**config.mk**
```make
export PLATFORM = sky130hd
export DESIGN_NAME = fust_param_table
export DESIGN_NICKNAME = d
export VERILOG_FILES = /design/src/rtl/fust_param_table_pkg.sv /design/src/rtl/fust_param_table_row.sv /design/src/rtl/fust_param_table.sv
export SDC_FILE = /design/constraint.sdc
export NUM_CORES = 1
export LEC_CHECK = 0
export BUFFER_PORTS_ARGS = -buffer_cell sky130_fd_sc_hd__buf_2
export CORE_MARGIN = 3
export CORE_UTILIZATION = 44
export CTS_CLUSTER_SIZE = 40
export DETAILED_ROUTE_END_ITERATION = 10
export PLACE_DENSITY = 0.86
export SLEW_MARGIN = 30
export SYNTH_ARGS = -nofsm -noshare
export SYNTH_HDL_FRONTEND = slang
export SYNTH_SLANG_ARGS = --single-unit
```
**constraint.sdc**
```tcl
create_clock -name CLK -period 1.3 [get_ports CLK]
set_input_delay 0.195 -clock CLK [delete_from_list [all_inputs] [get_ports CLK]]
set_output_delay 0.195 -clock CLK [all_outputs]
set_load 0.02 [all_outputs]
```
**src/rtl/fust_param_table_pkg.sv**
```systemverilog
// Shared constants for the parametrised functional-unit status table.
// Row field widths default to the original 3-FU, 32-register scalar table.
package fust_param_table_pkg;

    localparam int unsigned DEF_NUM_FU = 3;
    localparam int unsigned DEF_REG_W  = 5;
    localparam int unsigned DEF_TAG_W  = $clog2(DEF_NUM_FU + 1);

    // Tag value meaning "operand already available"; tag k names FU k-1.
    localparam int unsigned TAG_READY  = 0;

endpackage

```
**src/rtl/fust_param_table_row.sv**
```systemverilog
// One FUST row: holds busy/issued/spec flags, register fields and producer tags,
// and applies squash, release, dispatch, issue, wakeup and resolve in priority order.
module fust_param_row
    import fust_param_table_pkg::*;
#(
    parameter int unsigned REG_W = DEF_REG_W,
    parameter int unsigned TAG_W = DEF_TAG_W
) (
    input  logic             clk,
    input  logic             rst_n,
    input  logic             disp_we,
    input  logic [REG_W-1:0] disp_rd,
    input  logic [REG_W-1:0] disp_rs1,
    input  logic [REG_W-1:0] disp_rs2,
    input  logic [TAG_W-1:0] disp_t1,
    input  logic [TAG_W-1:0] disp_t2,
    input  logic             disp_spec,
    input  logic             issue_sel,
    input  logic             wb_en,
    input  logic [TAG_W-1:0] wb_tag,
    input  logic             done_sel,
    input  logic             resolved,
    input  logic             flush,
    output logic             busy,
    output logic             ready,
    output logic [REG_W-1:0] rd,
    output logic [REG_W-1:0] rs1,
    output logic [REG_W-1:0] rs2,
    output logic [TAG_W-1:0] t1,
    output logic [TAG_W-1:0] t2
);

    logic issued;
    logic spec;
    logic wake_live;
    logic [TAG_W-1:0] new_t1;
    logic [TAG_W-1:0] new_t2;

    assign wake_live = wb_en && (wb_tag != TAG_W'(TAG_READY));
    assign ready     = busy && !issued && (t1 == TAG_W'(TAG_READY)) && (t2 == TAG_W'(TAG_READY));

    // Dispatch bypass: a tag broadcast in the dispatch cycle must not be missed.
    assign new_t1 = (wake_live && (disp_t1 == wb_tag)) ? TAG_W'(TAG_READY) : disp_t1;
    assign new_t2 = (wake_live && (disp_t2 == wb_tag)) ? TAG_W'(TAG_READY) : disp_t2;

    always_ff @(posedge clk or negedge rst_n) begin
        if (!rst_n) begin
            busy   <= 1'b0;
            issued <= 1'b0;
            spec   <= 1'b0;
            rd     <= '0;
            rs1    <= '0;
            rs2    <= '0;
            t1     <= '0;
            t2     <= '0;
        end else if ((flush && spec) || done_sel) begin
            busy   <= 1'b0;
            issued <= 1'b0;
            spec   <= 1'b0;
            rd     <= '0;
            rs1    <= '0;
            rs2    <= '0;
            t1     <= '0;
            t2     <= '0;
        end else if (disp_we) begin
            busy   <= 1'b1;
            issued <= 1'b0;
            spec   <= disp_spec;
            rd     <= disp_rd;
            rs1    <= disp_rs1;
            rs2    <= disp_rs2;
            t1     <= new_t1;
            t2     <= new_t2;
        end else begin
            if (issue_sel && ready) begin
                issued <= 1'b1;
            end
            if (busy && wake_live && (t1 == wb_tag)) begin
                t1 <= TAG_W'(TAG_READY);
            end
            if (busy && wake_live && (t2 == wb_tag)) begin
                t2 <= TAG_W'(TAG_READY);
            end
            if (resolved && !flush) begin
                spec <= 1'b0;
            end
        end
    end

endmodule

```
**src/rtl/fust_param_table.sv**
```systemverilog
// Parametrised functional-unit status table: NUM_FU rows between dispatch and issue,
// with combinational dispatch acceptance, ready vector and busy-row count.
module fust_param_table
    import fust_param_table_pkg::*;
#(
    parameter int unsigned NUM_FU = DEF_NUM_FU,
    parameter int unsigned REG_W  = DEF_REG_W,
    parameter int unsigned TAG_W  = $clog2(NUM_FU + 1),
    parameter int unsigned FU_W   = $clog2(NUM_FU)
) (
    input  logic                    CLK,
    input  logic                    nRST,
    input  logic                    disp_en,
    input  logic [FU_W-1:0]         disp_fu,
    input  logic [REG_W-1:0]        disp_rd,
    input  logic [REG_W-1:0]        disp_rs1,
    input  logic [REG_W-1:0]        disp_rs2,
    input  logic [TAG_W-1:0]        disp_t1,
    input  logic [TAG_W-1:0]        disp_t2,
    input  logic                    disp_spec,
    output logic                    disp_ok,
    input  logic                    issue_en,
    input  logic [FU_W-1:0]         issue_fu,
    input  logic                    wb_en,
    input  logic [TAG_W-1:0]        wb_tag,
    input  logic                    done_en,
    input  logic [FU_W-1:0]         done_fu,
    input  logic                    resolved,
    input  logic                    flush,
    output logic [NUM_FU-1:0]       row_busy,
    output logic [NUM_FU-1:0]       row_ready,
    output logic [NUM_FU*REG_W-1:0] row_rd,
    output logic [NUM_FU*TAG_W-1:0] row_t1,
    output logic [NUM_FU*TAG_W-1:0] row_t2,
    output logic [FU_W:0]           occupancy
);

    logic                    target_busy;
    logic                    target_valid;
    logic [NUM_FU*REG_W-1:0] row_rs1;
    logic [NUM_FU*REG_W-1:0] row_rs2;

    assign target_valid = 32'(disp_fu) < NUM_FU;

    always_comb begin
        target_busy = 1'b0;
        for (int unsigned i = 0; i < NUM_FU; i++) begin
            if (disp_fu == FU_W'(i)) begin
                target_busy = row_busy[i];
            end
        end
    end

    // A row released this cycle still reads busy here, so no same-cycle re-dispatch.
    assign disp_ok = target_valid && !target_busy && !flush;

    genvar g;
    generate
        for (g = 0; g < NUM_FU; g++) begin : g_row
            fust_param_row #(
                .REG_W (REG_W),
                .TAG_W (TAG_W)
            ) u_row (
                .clk       (CLK),
                .rst_n     (nRST),
                .disp_we   (disp_en && disp_ok && (disp_fu == FU_W'(g))),
                .disp_rd   (disp_rd),
                .disp_rs1  (disp_rs1),
                .disp_rs2  (disp_rs2),
                .disp_t1   (disp_t1),
                .disp_t2   (disp_t2),
                .disp_spec (disp_spec),
                .issue_sel (issue_en && (issue_fu == FU_W'(g))),
                .wb_en     (wb_en),
                .wb_tag    (wb_tag),
                .done_sel  (done_en && (done_fu == FU_W'(g))),
                .resolved  (resolved),
                .flush     (flush),
                .busy      (row_busy[g]),
                .ready     (row_ready[g]),
                .rd        (row_rd[g*REG_W +: REG_W]),
                .rs1       (row_rs1[g*REG_W +: REG_W]),
                .rs2       (row_rs2[g*REG_W +: REG_W]),
                .t1        (row_t1[g*TAG_W +: TAG_W]),
                .t2        (row_t2[g*TAG_W +: TAG_W])
            );
        end
    endgenerate

    always_comb begin
        occupancy = '0;
        for (int unsigned i = 0; i < NUM_FU; i++) begin
            occupancy = occupancy + (FU_W+1)'(row_busy[i]);
        end
    end

endmodule

```
# Yosys cells after proc, flatten, opt, wreduce, memory -nomap -nowiden
# Cells that the tools add are included.
[op_classes]
addsub = 2
order_cmp = 1
n_eq_ne = 14
mux = 51
n_reduce_logical = 73
[ops]
columns = ["operator", "count"]
rows = [
  ["logical AND 1 bit", 40],
  ["2-to-1 mux 2 bit", 20],
  ["nonzero test 3 bit", 12],
  ["2-to-1 mux 5 bit", 6],
  ["2-to-1 mux 1 bit", 25],
  ["zero test 2 bit", 9],
  ["== test 2 bit", 8],
  ["nonzero test 2 bit", 4],
  ["== test 2 x 1 -> 1 bit, second input constant", 3],
  ["== test 2 bit, second input constant", 3],
  ["zero test 1 bit", 5],
  ["adder 2 x 1 -> 3 bit", 1],
  ["logical OR 1 bit", 3],
  ["adder 1 x 1 -> 2 bit", 1],
  ["less-than comparator 2 bit, second input constant", 1],
]
[word_totals]
reg_bits = 36
out_inout_bits = 37
elab_cells = 159

# Depth between registers and ports, before layout
[depth]
word_depth = 11
mapped_depth = 5
depth_no_buf = 3

# Cells and area by module
# From an unflattened synthesis, not the netlist that was laid out.
[hier_totals]
hier_cells = 262
hier_area_um2 = 3098.0
[by_module_without_submodules]
columns = ["mod", "instances", "cells_per_inst", "area_each_um2", "seq_area_each_um2"]
rows = [
  ["fust_param_row", 3, 81, 983.4, 550.5],
  ["fust_param_table", 1, 19, 147.6, 0.0],
]

# Worst setup path before layout
# Ideal clock, no wire load.
[synth_path]
kind = "reg-to-output"
start = "register g_row[0].u_row.busy"
end = "output disp_ok"
arrival_time_ns = 1.441
t_required_ns = 1.105
slack_ns = -0.336
stages_incl_launch_ff = 5
n_path_buf = 1
cell_sequence = "dfrtp_1 > or2_2 > clkbuf_1 > a21o_1 > a21oi_1"
[synth_via]
elab_chain_len = 6
[synth_lines]
columns = ["element", "line", "text"]
rows = [
  ["start: declaration", "fust_param_table_row.sv:24", "output logic busy,"],
  ["start signal: assignment", "fust_param_table_row.sv:48", "busy <= 1'b0;"],
  ["start signal: assignment", "fust_param_table_row.sv:57", "busy <= 1'b0;"],
  ["start signal: assignment", "fust_param_table_row.sv:66", "busy <= 1'b1;"],
  ["2-to-1 mux 1 bit (3 in series)", "fust_param_table.sv:48", "if (disp_fu == FU_W'(i)) begin"],
  ["zero test 1 bit", "fust_param_table.sv:55", "assign disp_ok = target_valid && !target_busy && !flush;"],
  ["logical AND 1 bit (2 in series)", "fust_param_table.sv:55", ""],
  ["end: declaration", "fust_param_table.sv:21", "output logic disp_ok,"],
]
# Every way passes these cells.

# Worst setup path after layout
[layout_path]
start = "register g_row[2].u_row.busy"
end = "output occupancy[0]"
[layout_via]
elab_chain_len = 1
[layout_lines]
columns = ["element", "line", "text"]
rows = [
  ["start: declaration", "fust_param_table_row.sv:24", ""],
  ["start signal: assignment", "fust_param_table_row.sv:48", ""],
  ["start signal: assignment", "fust_param_table_row.sv:57", ""],
  ["start signal: assignment", "fust_param_table_row.sv:66", ""],
  ["adder 2 x 1 -> 3 bit", "fust_param_table.sv:93", "occupancy = occupancy + (FU_W+1)'(row_busy[i]);"],
  ["end: declaration", "fust_param_table.sv:35", "output logic [FU_W:0] occupancy"],
]
# Every way passes these cells.

==> results.yml <==
synth:
  avgSynthCellArea_um2: 9.51
  ys_types: 34
  ys_seq_area_frac: 0.451
  yosys_warnings: 0
  synthCells: 210
  synth_seq_cells: 36
  syn-cell-area_um2: 2000
  ys_async_sr_fraction: 1.00
  synth_edf_count: 0
  ys.flop_type: "dfrtp_1"
  syn_nets: 247
critical_path:
  path_class: "reg2out"
  slowest_delay_ns: 0.50
  r2r_end: "g_row[2].u_row.spec$_DFFE_PN0P_"
  critPathArrivalTime_ns: 1.46
  path_common_cell: "buf_6"
  critPathTopFamily: "adder cells"
  critPathBufInv: 2
  crit_chain: "buf_6 > fa_1 > buf_6"
  regToRegSetupSlack_ns: -0.23
  reg2reg_from: "g_row[2].u_row.busy$_DFFE_PN0P_"
  rr_worst_depth: 5
  startpoint_type: "flip-flop"
  cp.required_ns: 1.11
  slowest_stage: "fa_1"
  cp_max_fo: 3
  crit_path_end_kind: "output pin"
sta:
  slew_viol_final: 0
  fin_crit_sh: 1.27
  setup_violations: 18
  setup_ws_ns: -0.356
  min_period_ns: 1.66
  setup_tns_ns: -3.03
  rsz0062_at_grt: "yes"
  skew_ns: 0.00919
  final-hold-violation-count: 0
  fmax_ghz: 0.604
route:
  wl_per_cell_um: 17.9
  drtPass1Iterations: 4
  dr.first_iter.drc_count: 130
  wl_um: 6420
  drc: 0
  postRouteAntennaNets: 0
  routed_via_density: 5.74
  vias: 2056
place:
  dp.cells: 342
  place_hpwl_um: 4370
  portBuffers: 61
  place_ws_ns: -0.135
  gp_congestion: 0.859
global_routing:
  grtUsageTotal: 0.233
  grt_overflow: 0
  antenna_found_initial: 0
  grt_pass1_wl_um: 9460
  grt_max_degree: 23
  grt_pass1_vias: 1985
cts:
  cts_made_buffers: 5
  cts_buffer_depth: 2
  cts_max_level: 2
  clk_pin_slew_worst_paths_ns: 0.07
  cts.sinks: 36
  clk-insertion-delay-late_ns: 0.30
  cts_tree: "yes"
  cts_root_buf: "clkbuf_8"
floorplanning:
  die_area_um2: 5380
  num_io_pins: 73
  die_w_um: 73.4
  start_util: 0.479
  floorplan.rows: 23
  core_um2: 4170
  die_h_um: 73.4
run_status:
  outcome: "complete, but fails checks"
  violations: "negative setup slack"
cells_and_area:
  layout.cells.non_filler: 358
  syn2layout_area_growth_pct: 51.3
  antenna_cells: 0
  final_nets: 344
  drive_above_1_share: 0.513
pwr:
  p_leak_nw: 1.44
  peakVddDrop_v: 0.000728
  power_density_nw_per_um2: 1170
job:
  cap_viol_max_count: 0
hold_path:
  min_to: "g_row[1].u_row.rd[2]$_DFFE_PN0P_"
  holdPathStages: 3
  hp-class: "in2reg"
  hp-start: "disp_rd[2]"
-- state kept, by name, summed over array words and instances (netlist names) --
| signal | count |
|---|---|
| g_row.u_row.busy | 3 |
| g_row.u_row.t2 | 6 |
| g_row.u_row.issued | 3 |
| g_row.u_row.t1 | 6 |
| g_row.u_row.rd | 15 |
| g_row.u_row.spec | 3 |
-- power by group --
group          switching (mW)  internal [mW]  leakage [nW]
combinational           0.725          0.639         0.916
sequential              0.108           1.24         0.479
clock                   0.400          0.432        0.0455
-- worst register-to-register path: stages (launching register included) --
cell and delay (ns):
dfrtp_2 0.42, or3b_4 0.40, buf_6 0.14, buf_8 0.13, o211ai_1 0.22, a21oi_2 0.09
-- layer usage --
layer	global-route usage	vias to the layer above	wire [um]
li1	-	962	-
met1	0.288	996	2530
met2	0.387	82	3360
met3	0.0397	16	349
met4	0.127	0	183
met5	0	-	0
-- through the flow --
step                      hold slack [ns]  cell area (um2)  utilization  power [mW]
after detailed placement            0.132             2600        0.624        2.42
final                               0.176             3020        0.724        3.55
after global placement              0.125             2600        0.624        2.39
after CTS                           0.165             2820        0.675        3.40
after floorplan                    -0.101             2040            -        1.99
after global routing                0.180             3020        0.724        3.68
-- layout make-up --
class | instances | area (um2)
clock buffers | 8 | 90.1
fillers | 303 | 1150
repair buffers | 107 | 751
flip-flops and latches | 36 | 908
multi-input cells | 157 | 1210
well taps | 50 | 62.6
-- cells in the final DEF, fill, tap and decap left out, types with 4 or more instances in the layout --
| master | Yosys | layout |
|---|---|---|
| nor2_1 | 7 | 6 |
| dfrtp_2 | 0 | 6 |
| o21ai_1 | 3 | 4 |
| nand3_1 | 24 | 18 |
| buf_4 | 8 | 37 |
| o21ai_2 | 0 | 4 |
| xor2_1 | 16 | 16 |
| buf_2 | 2 | 55 |
| o22ai_2 | 0 | 4 |
| dfrtp_1 | 36 | 30 |
| clkbuf_8 | 0 | 6 |
| nand3_2 | 0 | 5 |
| a21oi_2 | 0 | 7 |
| nand2_1 | 8 | 8 |
| o21ai_0 | 28 | 22 |
| buf_6 | 3 | 10 |
| and3b_1 | 5 | 5 |
| a21oi_1 | 22 | 14 |
| o22ai_1 | 12 | 8 |
-- logic make-up (layout without fill, tap and decap cells) --
logic type	after synthesis	after routing	share of synthesized area
xor gates and xnor gates	16	16	0.0702
buffers and inverters	17	115	0.0595
other	1	1	0.00188
and+or+nand+nor	64	64	0.189
AOI/OAI and AO/OA	75	75	0.218
adders and majority gates	1	1	0.0100
DFF	36	36	0.451
-- repair_timing --
action	4_1_cts	5_1_grt
resized for setup	21	44
setup buffers	9	3
hold endpoints to repair	14	0
pin swaps	10	26
hold buffers	1	0
setup endpoints to repair	23	30
-- worst max-delay path by stage --
| stage | depth (start not counted) | slack (ns) | start | end |
|---|---|---|---|---|
| 3_3_place_gp | 4 | -0.12 | g_row[2].u_row.busy$_DFFE_PN0P_ | g_row[2].u_row.rd[1]$_DFFE_PN0P_ |
| 5_1_grt | 4 | -0.39 | g_row[0].u_row.busy$_DFFE_PN0P_ | disp_ok |
| 4_1_cts | 3 | -0.36 | g_row[2].u_row.busy$_DFFE_PN0P_ | occupancy[0] |
| 6_report | 3 | -0.36 | g_row[2].u_row.busy$_DFFE_PN0P_ | occupancy[0] |
| 2_1_floorplan | 4 | -0.07 | g_row[2].u_row.busy$_DFFE_PN0P_ | g_row[2].u_row.t2[1]$_DFFE_PN0P_ |
| 3_5_place_dp | 4 | -0.13 | g_row[2].u_row.busy$_DFFE_PN0P_ | g_row[2].u_row.spec$_DFFE_PN0P_ |
-- synthesized netlist by cell type, types with 3 or more instances --
cell | count | area (um2)
a21oi_1 | 22 | 110
a31oi_1 | 3 | 18.8
and3b_1 | 5 | 43.8
buf_4 | 8 | 60.1
buf_6 | 3 | 33.8
clkbuf_1 | 3 | 11.3
dfrtp_1 | 36 | 901
nand2_1 | 8 | 30.0
nand2b_1 | 3 | 18.8
nand3_1 | 24 | 120
nor2_1 | 7 | 26.3
nor4_1 | 3 | 18.8
o211ai_1 | 3 | 22.5
o21ai_0 | 28 | 140
o21ai_1 | 3 | 15.0
o22ai_1 | 12 | 75.1
xor2_1 | 16 | 140
(Power assumes the default switching activity.)
